File: src/rtl/seg_scan_ctrl.sv
// Scan controller for a 4-digit common-anode 7-segment display: a 4-character
// scrolling buffer, blanked digit slots, and a one-deep character handshake.
module seg_scan_ctrl #(
    parameter int REFRESH_DIV  = 100000,
    parameter int BLANK_CYCLES = 1000
) (
    input  logic       clk,
    input  logic       rst_n,
    input  logic       en,
    input  logic       clear,
    input  logic       char_valid,
    input  logic [3:0] char_code,
    output logic       char_ready,
    output logic [3:0] digit_code,
    output logic [3:0] an,
    output logic       scan_tick
);

    localparam int CNT_W = (REFRESH_DIV > 1) ? $clog2(REFRESH_DIV) : 1;
    localparam logic [CNT_W-1:0] CNT_LAST   = CNT_W'(REFRESH_DIV - 1);
    localparam logic [CNT_W-1:0] BLANK_LAST = CNT_W'(BLANK_CYCLES - 1);

    typedef enum logic {BLANK, DRIVE} state_t;

    state_t           state, state_next;
    logic [CNT_W-1:0] cnt, cnt_next;
    logic [1:0]       idx, idx_next;
    logic [3:0][3:0]  data, data_next;
    logic [3:0]       valid, valid_next;
    logic             pending, pending_next;
    logic [3:0]       pend_code, pend_code_next;
    logic [3:0]       an_next, digit_next;
    logic             tick_next, ready_next;
    logic             slot_end, accept, apply;

    function automatic logic [3:0] anode_pattern(input logic [1:0] sel, input logic lit);
        logic [3:0] pat;
        pat = 4'b1111;
        if (lit)
            pat[sel] = 1'b0;
        return pat;
    endfunction

    always_comb begin
        state_next     = state;
        cnt_next       = cnt;
        idx_next       = idx;
        data_next      = data;
        valid_next     = valid;
        pending_next   = pending;
        pend_code_next = pend_code;

        slot_end = en && (state == DRIVE) && (cnt == CNT_LAST);
        accept   = char_valid && char_ready;
        // With the scan frozen there is no slot boundary to wait for.
        apply    = pending && (slot_end || !en);

        if (en) begin
            case (state)
                BLANK: begin
                    cnt_next = cnt + 1'b1;
                    if (cnt == BLANK_LAST)
                        state_next = DRIVE;
                end
                DRIVE: begin
                    if (cnt == CNT_LAST) begin
                        cnt_next   = '0;
                        idx_next   = idx + 2'd1;
                        state_next = BLANK;
                    end else begin
                        cnt_next = cnt + 1'b1;
                    end
                end
                default: state_next = BLANK;
            endcase
        end

        if (clear) begin
            data_next    = '0;
            valid_next   = '0;
            pending_next = 1'b0;
        end else if (apply) begin
            data_next    = {data[2:0], pend_code};
            valid_next   = {valid[2:0], 1'b1};
            pending_next = 1'b0;
        end

        // Accepting after the clear orders the clear before the new character.
        if (accept) begin
            pending_next   = 1'b1;
            pend_code_next = char_code;
        end

        ready_next = !pending_next;
        tick_next  = slot_end;
        digit_next = slot_end ? data_next[idx_next] : digit_code;
        an_next    = anode_pattern(idx_next,
                                   en && (state_next == DRIVE) && valid_next[idx_next]);
    end

    always_ff @(posedge clk or negedge rst_n) begin
        if (!rst_n) begin
            state      <= BLANK;
            cnt        <= '0;
            idx        <= '0;
            data       <= '0;
            valid      <= '0;
            pending    <= 1'b0;
            pend_code  <= '0;
            char_ready <= 1'b1;
            digit_code <= '0;
            an         <= 4'b1111;
            scan_tick  <= 1'b0;
        end else begin
            state      <= state_next;
            cnt        <= cnt_next;
            idx        <= idx_next;
            data       <= data_next;
            valid      <= valid_next;
            pending    <= pending_next;
            pend_code  <= pend_code_next;
            char_ready <= ready_next;
            digit_code <= digit_next;
            an         <= an_next;
            scan_tick  <= tick_next;
        end
    end

endmodule

File: config.mk
export PLATFORM = sky130hd
export DESIGN_NAME = seg_scan_ctrl
export DESIGN_NICKNAME = d
export VERILOG_FILES = /design/src/rtl/seg_scan_ctrl.sv
export SDC_FILE = /design/constraint.sdc
export NUM_CORES = 1
export LEC_CHECK = 0
export ABC_AREA = 1
export ABC_CLOCK_PERIOD_IN_PS = 2100
export CORE_ASPECT_RATIO = 1.25
export CORE_MARGIN = 2
export CORE_UTILIZATION = 45
export CTS_CLUSTER_DIAMETER = 200
export CTS_CLUSTER_SIZE = 40
export DETAILED_ROUTE_END_ITERATION = 10
export MAX_ROUTING_LAYER = met4
export PLACE_DENSITY = 0.68
export SYNTH_ARGS = -nofsm -noshare
export SYNTH_HDL_FRONTEND = slang
export SYNTH_SLANG_ARGS = --single-unit
export TNS_END_PERCENT = 100
File: constraint.sdc
create_clock -name clk -period 2.1 [get_ports clk]
set_input_delay 0.42 -clock clk [delete_from_list [all_inputs] [get_ports clk]]
set_output_delay 0.42 -clock clk [all_outputs]
set_load 0.1 [all_outputs]
# Yosys cells after proc, flatten, opt, wreduce, memory -nomap -nowiden
# Index checks and enable logic that the tools add are counted.
word_totals:
  regBits: 55
  latch_bits: 0
  ramBits: 0
  mem_bits_ro: 0
  n_memories: 0
classes:
  add_sub_neg: 2
  n_mul: 0
  div_mod_pow: 0
  magnitude_cmp: 2
  n_eq_ne: 2
  shifts: 0
  muxes: 23
  bitwise_logic: 2
  reduce_logical: 10
op_table:
  columns: ["op", "count"]
  rows:
  - ["17-bit one-hot mux with 2 select lines", 1]
  - ["16-bit 2-to-1 mux", 2]
  - ["17-bit by 1-bit adder with 17-bit output, second input constant", 1]
  - ["17-bit by 10-bit == test with 1-bit output, second input constant", 1]
  - ["17-bit == test, second input constant", 1]
  - ["17-bit 2-to-1 mux", 1]
  - ["4-bit 2-to-1 mux", 4]
  - ["4-bit binary-select mux with 2-bit select", 1]
  - ["1-bit 2-to-1 mux", 8]
  - ["1-bit logical AND", 7]
  - ["2-bit 2-to-1 mux", 3]
  - ["4-bit inverter", 1]
  - ["2-bit by 3-bit < comparator with 1-bit output, second input constant", 1]
  - ["2-bit by 1-bit adder with 2-bit output, second input constant", 1]
  - ["1-bit binary-select mux with 2-bit select", 1]
  - ["1-bit demux with 2-bit select", 1]
  - ["2-bit by 1-bit >= comparator with 1-bit output, second input constant", 1]
  - ["1-bit zero test", 2]
  - ["1-bit one-hot mux with 2 select lines", 1]
  - ["1-bit logical OR", 1]
  - ["1-bit inverter", 1]

# Logic depth before layout (Yosys ltp)
logic_depth:
  word_depth: 10
  mapped_depth: 16
  depth_no_buf: 15

# Worst setup path after synthesis
# No wires, ideal clock.
synth_timing:
  path_kind: "reg-to-reg"
  from: "reg cnt[0]"
  to: "reg digit_code[1]"
  setup_ns: 0.121
  arrival_time_ns: 1.616
  setup_slack_ns: 0.363
  path_stages_with_launch: 16
  period_less_slack_ns: 1.737
  path_cell_list: "dfrtp_1 -> ha_1 -> nand2_1 -> inv_1 -> nand2_1 -> nor2_2 -> nand3_2 -> nand2_4 -> nand2_4 -> buf_6 -> nand2_1 -> nand2_1 -> nand3_1 -> nand3_1 -> nor2_1 -> nor2_1"
synth_between:
  elab_chain_cells: 8
synth_lines:
  columns: ["item", "line_no", "source"]
  rows:
  - ["from (decl)", "26", "logic [CNT_W-1:0] cnt, cnt_next;"]
  - ["from (signal assigned)", "116", "cnt <= cnt_next;"]
  - ["17-bit == test (*)", "53, 66", null]
  - ["1-bit logical AND", "53", "slot_end = en && (state == DRIVE) && (cnt == CNT_LAST);"]
  - ["1-bit logical OR", "56", "apply = pending && (slot_end || !en);"]
  - ["1-bit logical AND", "56", null]
  - ["16-bit 2-to-1 mux", "82", "end else if (apply) begin"]
  - ["16-bit 2-to-1 mux", "78", "if (clear) begin"]
  - ["4-bit binary-select mux with 2-bit select", "96", "digit_next = slot_end ? data_next[idx_next] : digit_code;"]
  - ["4-bit 2-to-1 mux (not written as such)", "96", null]
  - ["to (signal assigned)", "123", "digit_code <= digit_next;"]
  - ["to (decl)", "14", "output logic [3:0] digit_code,"]
# Mark *: on every way between the ends. The rest lies on a longest branch, timed or not. The select of a mux whose other input is x is not followed.
# A chain may end at the register's enable or synchronous reset.

# Final worst setup path
layout_timing:
  from: "reg cnt[1]"
  to: "reg an[0]"
layout_between:
  elab_chain_cells: 10
layout_lines:
  columns: ["item", "line_no", "source"]
  rows:
  - ["17-bit == test", "53, 66", null]
  - ["2-bit 2-to-1 mux / 1-bit logical AND (equally long branches)", "66, 53", null]
  - ["2-bit 2-to-1 mux / 1-bit logical OR (equally long branches)", "59, 56", null]
  - ["2-bit 2-to-1 mux / 1-bit logical AND (equally long branches)", "58, 56", null]
  - ["2-bit by 3-bit < comparator with 1-bit output (not written as such) (tied with other cells)", "40", "pat[sel] = 1'b0;"]
  - ["1-bit logical AND (not written as such) / 4-bit 2-to-1 mux (equally long branches)", "40, 78", null]
  - ["1-bit 2-to-1 mux (not written as such) / 1-bit binary-select mux with 2-bit select (equally long branches)", "40, 98", null]
  - ["1-bit demux with 2-bit select / 1-bit 2-to-1 mux (equally long branches)", "40, 98", null]
  - ["4-bit inverter (no line) / 1-bit logical AND (equally long branches)", null, null]
  - ["4-bit 2-to-1 mux (*)", "39", "if (lit)"]
  - ["via an_next[0]", "32", "logic [3:0] an_next, digit_next;"]
  - ["to (signal assigned)", "124", "an <= an_next;"]
  - ["to (decl)", "15", "output logic [3:0] an,"]
# The timed path passes the listed nets; every way through them passes the cells marked *. The select of a mux whose other input is x is not followed.

==> metrics.cfg <==
[run_status]
status=finished, final reports clean

[layout]
multiInputGateArea_um2=1330
diodes=0
syn2layout_area_growth_pct=23.7
register_area_um2=1380
drive_gt1_share_pct=24.2
fillCellCount=572
fin_util_pct=57.7
fin_nets=431
layout_commonest_cell=nand2_1
final_cell_mix=66 x nand2_1, 54 x nor2_1, 50 x dfrtp_1

[floorplanning]
die_w_um=75.5
core-area_um2=6170
die_height_um=93.4
io_pins=19
die_area_um2=7050
rows=32
initial_core_util_pct=46.7

[job]
max-cap-violations=0

[routing]
vias=2506
drtPass1Iterations=6
vias_per_cell=4.94
drtAntennaViolNets=0
drt-wirelength-per-cell_um=12.6
drtIter0Drc=113
drc=0
wirelength_um=6410

[timing]
holdWs_ns=0.0426
setup_viol=0
hold_viol=0
skew_ns=0.0103
relSlewSlack_pct=63.5
drv_slew=0
min_period_ns=1.99
min_period_over_period_pct=94.9
max_freq_mhz=502
rsz0062_at_grt=yes
worstMarginPinSlew_ns=0.547

[power_and_ir_drop]
peakVddDrop_v=0.000476
total_power_uw=2490
swShare_pct=33.2
p_sw_uw=827
comb_power_share_pct=22.1
p_per_area_nw_per_um2=700
p_leak_uw=0.00176
pwr-share-seq_pct=53.0
intPower_uw=1670
p_clk_share_pct=24.9

[grt]
antenna_found_initial=0
grt_pass1_vias=2410
grt_overflow=0
grt_max_degree=26
grt_pass1_wl_um=10700
track_usage_pct=20.1

[clock_tree]
cts_buffers=5
clkTransAtPathRegs_ns=0.10
cts_tree=built
htree_levels=2
cts_hold_buf=0
clk_latency_ns=0.31
clockRootBuffer=clkbuf_8
clk_path_buf_depth=2
numClockSinks=55

[yosys]
netlist.area_leader.share_pct=43.5
ys_seq_area_share_pct=48.0
ys_types=33
synthesis.nets=384
synth_area_um2=2880
ys_warn_count=0
synth_area_leaders=dfrtp_1 43%, nand2_1 9.8%, nand3_1 8.3%
yosysTopAreaCell=dfrtp_1
synth_seq_cells=55
syn_area_per_cell_um2=7.69
synth_cells=374

[worst_setup_path]
start_kind=flip-flop
rrSetupSlack_ns=0.11
path_max_fanout=8
endpoint_kind=flip-flop
cp_data_arrival_time_ns=2.22
rr_endpoint=an[0]
crit_type=reg2reg
r2r-start=cnt[1]
r2r_cells=15
cp.required_ns=2.32

[hold_path]
hp-class=in2async

[place]
dpl.hpwl_um=4890
portBuffers=18
gp_congestion=0.843

sequential cells by signal, summed over array words and instances (netlist names):
name and count:
data 16, an 4, pend_code 4, cnt 17
pending 1, scan_tick 1, valid 4, digit_code 4
char_ready 1, idx 2, state 1
logic make-up (layout without fill, tap and decap cells):
logic type               count (synthesis)  after routing  share of synthesized area (%)
XOR/XNOR                                 4              4                           1.22
flip-flops                              55             55                           48.0
AND/OR/NAND/NOR                        212            212                           33.4
adder cells (fa/ha/maj)                  1              1                          0.435
buffers and inverters                   61            109                           9.22
AO/OA/AOI/OAI                           40             40                           7.30
multiplexers                             1              1                          0.391
area by class of cell:
class | instances | share of cell area (%)
clock buffers | 6 | 2.32
clock inverters | 2 | 0.457
inverters | 51 | 5.52
multi-input cells | 258 | 37.3
flip-flops and latches | 55 | 38.8
well taps | 85 | 2.99
repair buffers | 50 | 12.5
worst max-delay path, cell delays in order (launching register included):
cell and delay, ns:
dfrtp_1 0.43, ha_4 0.19, nand2_4 0.06, inv_4 0.07, nand2_2 0.05, nor2_2 0.11, nand3_2 0.10, nand2_4 0.15
nand2_8 0.09, buf_6 0.15, nand2_1 0.07, nand3_2 0.07, nor2_1 0.09, nor2_1 0.06, nand2_2 0.12, nand3_1 0.10
synthesized netlist by cell type (all sizes together):
master / count
a21oi: 24
o21ai: 13
dfrtp: 50
o21bai: 1
xnor2: 1
dfstp: 5
nand4: 6
nor4: 4
ha: 1
clkbuf: 3
nand3: 49
o31ai: 1
nand2: 85
buf: 7
inv: 50
a31oi: 1
nor3: 4
clkinv: 1
nor2: 62
mux2: 1
nand3b: 2
xor2: 3
worst max path at each step:
stage,from,endpoint,slack (ns),depth (start not counted)
2_1_floorplan,cnt[0],digit_code[1],0.36,15
3_3_place_gp,en,digit_code[1],-0.03,11
3_5_place_dp,en,cnt[15],-0.06,10
4_1_cts,cnt[1],an[3],0.04,15
5_1_grt,cnt[1],an[2],-0.03,15
6_report,cnt[1],an[0],0.11,15
through the flow:
step	TNS, ns	instance area, um^2	setup slack, ns	instances
after floorplan	0	2880	0.363	374
after global placement	-0.0691	3310	-0.0266	495
after detailed placement	-0.392	3310	-0.0623	495
after CTS	0	3410	0.0394	503
after global routing	-0.129	3560	-0.0304	507
final	0	3560	0.106	507
power groups by stage:
| stage | registers, uW | logic [uW] | clock network [uW] |
|---|---|---|---|
| after CTS | 1310 | 498 | 645 |
| after global routing | 1340 | 629 | 694 |
| after detailed placement | 1330 | 497 | 0 |
| after floorplan | 1310 | 331 | 0 |
| after global placement | 1320 | 485 | 0 |
| final | 1320 | 552 | 621 |
layer usage:
metal / global-route usage [%] / part of all wire (%) / vias to the layer above
li1: - / - / 1288
met1: 23.0 / 41 / 1176
met2: 35.9 / 55 / 38
met3: 3.77 / 3.1 / 4
met4: 4.39 / 0.61 / 0
met5: - / 0 / -
what timing repair did:
action	4_1_cts	5_1_grt
setup buffers	0	4
setup endpoints to repair	0	11
resized for setup	0	34
Power figures use the tool's default switching activity.
